==> src/rtl/jtag_pkg.sv <==
// rtl/jtag_pkg.sv - JTAG TAP state encodings, default widths and TAP next-state function
package jtag_pkg;

    localparam int ADR_W_DEF  = 24;
    localparam int LEN_W_DEF  = 24;
    localparam int DATA_W_DEF = 8;

    typedef enum logic [3:0] {
        TLR   = 4'h0,
        RTI   = 4'h1,
        SELDR = 4'h2,
        SELIR = 4'h3,
        CAPDR = 4'h4,
        CAPIR = 4'h5,
        SHDR  = 4'h6,
        SHIR  = 4'h7,
        EX1DR = 4'h8,
        EX1IR = 4'h9,
        PADR  = 4'hA,
        PAIR  = 4'hB,
        EX2DR = 4'hC,
        EX2IR = 4'hD,
        UPDR  = 4'hE,
        UPIR  = 4'hF
    } tap_state_t;

    // IEEE 1149.1 TAP transition; anything unexpected falls back to Test-Logic-Reset
    function automatic tap_state_t next_tap_state(input tap_state_t state, input logic tms);
        tap_state_t nxt;
        nxt = TLR;
        case (state)
            TLR:   nxt = tms ? TLR   : RTI;
            RTI:   nxt = tms ? SELDR : RTI;
            SELDR: nxt = tms ? SELIR : CAPDR;
            SELIR: nxt = tms ? TLR   : CAPIR;
            CAPDR: nxt = tms ? EX1DR : SHDR;
            CAPIR: nxt = tms ? EX1IR : SHIR;
            SHDR:  nxt = tms ? EX1DR : SHDR;
            SHIR:  nxt = tms ? EX1IR : SHIR;
            EX1DR: nxt = tms ? UPDR  : PADR;
            EX1IR: nxt = tms ? UPIR  : PAIR;
            PADR:  nxt = tms ? EX2DR : PADR;
            PAIR:  nxt = tms ? EX2IR : PAIR;
            EX2DR: nxt = tms ? UPDR  : SHDR;
            EX2IR: nxt = tms ? UPIR  : SHIR;
            UPDR:  nxt = tms ? SELDR : RTI;
            UPIR:  nxt = tms ? SELDR : RTI;
            default: nxt = TLR;
        endcase
        return nxt;
    endfunction

endpackage

==> src/rtl/tdi_capture_unit_if.sv <==
// rtl/tdi_capture_unit_if.sv - scan input and capture-RAM write bundle for tdi_capture_unit
interface tdi_capture_unit_if
    import jtag_pkg::*;
#(
    parameter int ADR_W  = ADR_W_DEF,
    parameter int LEN_W  = LEN_W_DEF,
    parameter int DATA_W = DATA_W_DEF
);
    logic              enable;
    logic              tms;
    logic              tdi;
    logic [ADR_W-1:0]  start_adr;
    logic [LEN_W-1:0]  len;
    logic [ADR_W-1:0]  wr_adr;
    logic [DATA_W-1:0] wr_data;
    logic              wr_en;
    logic [3:0]        tap_state;
    logic [LEN_W-1:0]  bits_rcvd;
    logic              scan_done;
    logic              overrun;

    modport master (
        output enable, tms, tdi, start_adr, len,
        input  wr_adr, wr_data, wr_en, tap_state, bits_rcvd, scan_done, overrun
    );

    modport slave (
        input  enable, tms, tdi, start_adr, len,
        output wr_adr, wr_data, wr_en, tap_state, bits_rcvd, scan_done, overrun
    );
endinterface

==> src/rtl/tap_state_tracker.sv <==
// rtl/tap_state_tracker.sv - 16-state TAP tracker following the TMS stream
module tap_state_tracker
    import jtag_pkg::*;
(
    input  logic       clk_scan,
    input  logic       reset,
    input  logic       tms,
    output tap_state_t tap_state
);
    tap_state_t state_q;
    tap_state_t state_d;

    // state register, back to Test-Logic-Reset on reset
    always_ff @(posedge clk_scan or posedge reset) begin
        if (reset) begin
            state_q <= TLR;
        end else begin
            state_q <= state_d;
        end
    end

    // next state from the shared TAP transition function
    always_comb begin
        state_d = TLR;
        state_d = next_tap_state(state_q, tms);
    end

    assign tap_state = state_q;
endmodule

==> src/rtl/tdi_capture_unit.sv <==
// rtl/tdi_capture_unit.sv - samples tdi in Shift-DR/IR, packs LSB-first bytes and writes them to capture RAM
module tdi_capture_unit
    import jtag_pkg::*;
#(
    parameter int ADR_W  = ADR_W_DEF,
    parameter int LEN_W  = LEN_W_DEF,
    parameter int DATA_W = DATA_W_DEF
)(
    input  logic               clk_scan,
    input  logic               reset,
    tdi_capture_unit_if.slave  bus
);
    // bit index must be able to hold DATA_W itself to flag a full word
    localparam int IDX_W = $clog2(DATA_W) + 1;

    tap_state_t        state;
    logic [ADR_W-1:0]  adr_q;
    logic [DATA_W-1:0] data_q;
    logic [DATA_W-1:0] sr_q;
    logic [DATA_W-1:0] sr_n;
    logic [DATA_W-1:0] tdi_bit;
    logic [IDX_W-1:0]  idx_q;
    logic [IDX_W-1:0]  idx_n;
    logic [LEN_W-1:0]  rem_q;
    logic [LEN_W-1:0]  rem_n;
    logic [LEN_W-1:0]  rcvd_q;
    logic              wr_en_q;
    logic              ovr_q;
    logic              in_shift;
    logic              in_cap;
    logic              exit_shift;
    logic              accept;
    logic              spill;
    logic              do_write;

    tap_state_tracker u_tracker (
        .clk_scan  (clk_scan),
        .reset     (reset),
        .tms       (bus.tms),
        .tap_state (state)
    );

    // decode the bit presented at this edge and whether it closes a word
    always_comb begin
        in_shift   = (state == SHDR) || (state == SHIR);
        in_cap     = (state == CAPDR) || (state == CAPIR);
        exit_shift = in_shift && bus.tms;
        accept     = in_shift && bus.enable && (rem_q != '0);
        spill      = in_shift && bus.enable && (rem_q == '0);
        tdi_bit    = {{(DATA_W-1){1'b0}}, bus.tdi} << idx_q;
        sr_n       = sr_q;
        idx_n      = idx_q;
        rem_n      = rem_q;
        if (accept) begin
            sr_n  = sr_q | tdi_bit;
            idx_n = idx_q + IDX_W'(1);
            rem_n = rem_q - LEN_W'(1);
        end
        // full word, shift exit or last allowed bit: a single write covers all three
        do_write = (idx_n != '0) &&
                   ((idx_n == IDX_W'(DATA_W)) || exit_shift || (accept && (rem_n == '0)));
    end

    // counters, packing register and write strobe
    always_ff @(posedge clk_scan or posedge reset) begin
        if (reset) begin
            adr_q   <= '0;
            data_q  <= '0;
            sr_q    <= '0;
            idx_q   <= '0;
            rem_q   <= '0;
            rcvd_q  <= '0;
            wr_en_q <= 1'b0;
            ovr_q   <= 1'b0;
        end else if (in_cap) begin
            adr_q   <= bus.start_adr;
            rem_q   <= bus.len;
            rcvd_q  <= '0;
            idx_q   <= '0;
            sr_q    <= '0;
            ovr_q   <= 1'b0;
            wr_en_q <= 1'b0;
        end else begin
            wr_en_q <= do_write;
            // address advances once the write that used it has been presented
            if (wr_en_q) begin
                adr_q <= adr_q + ADR_W'(1);
            end
            if (do_write) begin
                data_q <= sr_n;
                sr_q   <= '0;
                idx_q  <= '0;
            end else begin
                sr_q   <= sr_n;
                idx_q  <= idx_n;
            end
            rem_q <= rem_n;
            if (accept) begin
                rcvd_q <= rcvd_q + LEN_W'(1);
            end
            if (spill) begin
                ovr_q <= 1'b1;
            end
        end
    end

    assign bus.wr_adr    = adr_q;
    assign bus.wr_data   = data_q;
    assign bus.wr_en     = wr_en_q;
    assign bus.tap_state = state;
    assign bus.bits_rcvd = rcvd_q;
    assign bus.scan_done = (state == UPDR) || (state == UPIR);
    assign bus.overrun   = ovr_q;
endmodule

==> src/flat_wrapper.sv <==
// flat-port wrapper written by rule: the top's interface ports become plain ports
module tdi_capture_unit_flat import jtag_pkg::*;
#(
    parameter int ADR_W  = ADR_W_DEF,
    parameter int LEN_W  = LEN_W_DEF,
    parameter int DATA_W = DATA_W_DEF
)
  (clk_scan, reset, bus_enable, bus_tms, bus_tdi, bus_start_adr, bus_len, bus_wr_adr, bus_wr_data, bus_wr_en, bus_tap_state, bus_bits_rcvd, bus_scan_done, bus_overrun);
  tdi_capture_unit_if #(.ADR_W(ADR_W), .LEN_W(LEN_W), .DATA_W(DATA_W)) bus_i ();
  input  logic clk_scan;
  input  logic reset;
  input wire logic [$bits(bus_i.enable)-1:0] bus_enable;
  input wire logic [$bits(bus_i.tms)-1:0] bus_tms;
  input wire logic [$bits(bus_i.tdi)-1:0] bus_tdi;
  input wire logic [$bits(bus_i.start_adr)-1:0] bus_start_adr;
  input wire logic [$bits(bus_i.len)-1:0] bus_len;
  output wire logic [$bits(bus_i.wr_adr)-1:0] bus_wr_adr;
  output wire logic [$bits(bus_i.wr_data)-1:0] bus_wr_data;
  output wire logic [$bits(bus_i.wr_en)-1:0] bus_wr_en;
  output wire logic [$bits(bus_i.tap_state)-1:0] bus_tap_state;
  output wire logic [$bits(bus_i.bits_rcvd)-1:0] bus_bits_rcvd;
  output wire logic [$bits(bus_i.scan_done)-1:0] bus_scan_done;
  output wire logic [$bits(bus_i.overrun)-1:0] bus_overrun;
  assign bus_i.enable = bus_enable;
  assign bus_i.tms = bus_tms;
  assign bus_i.tdi = bus_tdi;
  assign bus_i.start_adr = bus_start_adr;
  assign bus_i.len = bus_len;
  assign bus_wr_adr = bus_i.wr_adr;
  assign bus_wr_data = bus_i.wr_data;
  assign bus_wr_en = bus_i.wr_en;
  assign bus_tap_state = bus_i.tap_state;
  assign bus_bits_rcvd = bus_i.bits_rcvd;
  assign bus_scan_done = bus_i.scan_done;
  assign bus_overrun = bus_i.overrun;
  tdi_capture_unit #(.ADR_W(ADR_W), .LEN_W(LEN_W), .DATA_W(DATA_W)) u_core (.clk_scan(clk_scan), .reset(reset), .bus(bus_i));
endmodule
==> config.mk <==
export PLATFORM = sky130hd
export DESIGN_NAME = tdi_capture_unit_flat
export DESIGN_NICKNAME = d
export VERILOG_FILES = /design/src/rtl/jtag_pkg.sv /design/src/rtl/tdi_capture_unit_if.sv /design/src/rtl/tap_state_tracker.sv /design/src/rtl/tdi_capture_unit.sv /design/src/flat_wrapper.sv
export SDC_FILE = /design/constraint.sdc
export NUM_CORES = 1
export LEC_CHECK = 0
export CORE_UTILIZATION = 40
export DETAILED_ROUTE_END_ITERATION = 10
export PLACE_DENSITY_LB_ADDON = 0.12
export SETUP_SLACK_MARGIN = 0.2
export SLEW_MARGIN = 15
export SYNTH_ARGS = -nofsm -noshare
export SYNTH_HDL_FRONTEND = slang
export SYNTH_SLANG_ARGS = --single-unit
==> constraint.sdc <==
create_clock -name clk_scan -period 3.8 [get_ports clk_scan]
set_clock_uncertainty 0.1 [all_clocks]
set_input_delay 0.57 -clock clk_scan [delete_from_list [all_inputs] [get_ports clk_scan]]
set_output_delay 0.57 -clock clk_scan [all_outputs]
set_load 0.03 [all_outputs]
==> summary.txt <==
Tightest Pin Transition - 0.692 ns
total gr overflow - 0
ANT cells - 0
wire per inst - 15.2 um
area delta synth->final - 29.5%
final hold violations - 0
crit path launch type - flip-flop
TritonCTS clock tree - built
top post-synthesis cells by area - dfrtp_1 (43%), xor2_1 (6.8%), nand2_1 (5.9%), nor2_1 (5.0%), xnor2_1 (5.0%)
dpl hpwl - 10.2 mm
Die Ht - 121 um
WP data arrival - 3.55 ns
post-synth top area share - 0.433
setup TNS - 0 ns
row cnt - 43
layout cells sized above 1 - 0.0611
syn avg cell area - 8.79 um^2
count leader, synth - dfrtp_1
Cells after Synth - 644
initial drt markers - 291
die area - 14600 um^2
Max Cap Viol - 0
Die Width - 121 um
LEAKAGE - 2.84 nW
synthesized area - 5660 um^2
initial antenna violation count - 0
fin crit period - 3.38 ns
Finish-stage setup viols - 0
CTS Sinks - 98
Synth Register Bits - 98
RSZ-0062 raised after global routing - no
Reg clk slew, reported paths - 0.06 ns
Reg power frac - 0.361
H-tree Lvls - 3
final hold slack - 0.381 ns
highest clock rate - 296 MHz
clk buf depth - 2
total CTS buffers - 9
clock share of power - 0.188
internal power - 2.89 mW
fillers - 1275
global router's overall resource usage - 0.201
outcome - finished clean
pwr/cell area - 695 nW/um^2
Hold Buf Count CTS - 0
Initial Util - 0.409
top cells by count, synth - dfrtp_1 (98), nand2_1 (89), nor2_1 (76), xor2_1 (44), xnor2_1 (32)
Final GP Congestion - 0.866
DR vias - 4897
Final Cycle Share - 0.890
Most used DFF post-synth - dfrtp_1
vias per inst - 5.25
Distinct cells, synth - 62
vias in the first global route - 4825
first-pass detailed-route iteration total - 4
Slew Viols, Final - 0
DRT Wirelength - 14.1 mm
Switching Fraction - 0.433
maximum VDD drop - 397 uV
Net Sw Power - 2.21 mW
Final nets - 807
Multi-input gate area - 2970 um^2
Clock Root Buffer - clkbuf_16
critical path data required time - 3.97 ns
Post-CTS Setup Bufs - 0
post-cts sizing count - 0
Crit Path Max Fanout - 9
area leader, netlist - dfrtp_1
Reg area - 2450 um^2
ys async rst share - 1.00
CP Class - flip-flop to flip-flop
first-pass GRT wire length - 23.4 mm
sequential element share of the synthesized area - 0.433
Slew HR - 0.534
Post-route DRC - 0
Comb pwr share - 0.450
Antenna Nets Post-Route - 0
Hold Crit Class - flip-flop to flip-flop
YS warnings - 0
crit path capture type - flip-flop
clk_lat worst skew - 0.35 ns
I/O pin cnt - 116
largest net degree at the start of global routing - 56
Core Region - 13800 um^2
syn_nets - 702
Port Buffer Count - 115
Post-synth EDFFs - 0
## routing by layer
layer | global-route usage | part of all wire | up-vias
met5 | 0 | 0 | -
met4 | 0.0833 | 0.022 | 0
met3 | 0.0287 | 0.042 | 22
met2 | 0.317 | 0.45 | 111
met1 | 0.277 | 0.48 | 2320
li1 | - | - | 2444
## layout by cell type (no fill, tap or decap), types with 5 or more instances in the layout
master,count
a21oi_1,18
and3_1,7
buf_4,16
clkbuf_16,9
clkdlybuf4s50_1,115
dfrtp_1,98
ha_1,5
inv_1,19
mux2i_1,9
nand2_1,89
nand2b_1,6
nand3_1,25
nand3b_1,6
nand4_1,14
nor2_1,76
nor2b_1,7
nor3_1,11
nor4_1,15
o21ai_0,30
o21ai_1,21
or3_1,5
or4_1,5
xnor2_1,32
xor2_1,44
## layout make-up
cell class,instances,area share
clock inverters,3,0.00632
flip-flops and latches,98,0.335
well taps,180,0.0307
inverters,20,0.0106
clock buffers,12,0.0364
multi-input cells,488,0.405
repair buffers,132,0.176
## per-stage QoR
stage / std cells / utilization / total power, mW / area [um^2] / worst slack [ns]
floorplan: 644 / - / 3.35 / 5660 / 0.568
global placement: 918 / 0.507 / 4.11 / 7010 / 0.441
CTS: 933 / 0.530 / 5.13 / 7330 / 0.341
finish: 933 / 0.530 / 5.10 / 7330 / 0.418
global route: 933 / 0.530 / 5.44 / 7330 / 0.201
detailed placement: 918 / 0.507 / 4.14 / 7010 / 0.359
## registers in the layout, indices dropped and copies added, names as in the netlist
register	count
u_core.rem_q	24
u_core.sr_q	8
u_core.bus.overrun	1
u_core.bus.bits_rcvd	24
u_core.bus.wr_adr	24
u_core.bus.wr_data	8
u_core.u_tracker.tap_state	4
u_core.bus.wr_en	1
u_core.idx_q	4
## power by group through the flow
stage | clock (mW) | combinational, mW | sequential [mW]
finish | 0.960 | 2.30 | 1.84
global route | 1.03 | 2.51 | 1.90
CTS | 0.988 | 2.31 | 1.83
detailed placement | 0 | 2.30 | 1.85
global placement | 0 | 2.28 | 1.83
floorplan | 0 | 1.39 | 1.96
## final timing paths
check	startpoint	endpoint	slack [ns]	cells past startpoint
setup / recovery	u_core.rem_q[5]	u_core.bus.wr_data[2]	0.42	9
hold / removal	u_core.sr_q[1]	u_core.sr_q[1]	0.38	2
setup reg to reg	u_core.rem_q[5]	u_core.bus.wr_data[2]	0.42	9
hold reg to reg	u_core.sr_q[1]	u_core.sr_q[1]	0.38	2
max in group asynchronous	reset	u_core.rem_q[5]	2.37	3
min in group asynchronous	reset	u_core.bus.wr_adr[1]	0.53	2
## kinds of logic after synthesis
| group | synth area share |
|---|---|
| and+or+nand+nor | 0.255 |
| buffers and inverters | 0.0446 |
| xor gates and xnor gates | 0.118 |
| adders and majority gates | 0.0110 |
| muxes | 0.0159 |
| AOI/OAI and AO/OA | 0.123 |
| DFF | 0.433 |
## critical path, stage by stage (launching register included)
cell	delay (ns)
dfrtp_1	0.46
or4_4	0.62
or2_1	0.41
a211oi_2	0.48
a31oi_1	0.16
nor4_1	0.27
and4_1	0.25
o21ba_1	0.12
buf_4	0.20
mux2i_1	0.21
Power figures use the tool's default switching activity.
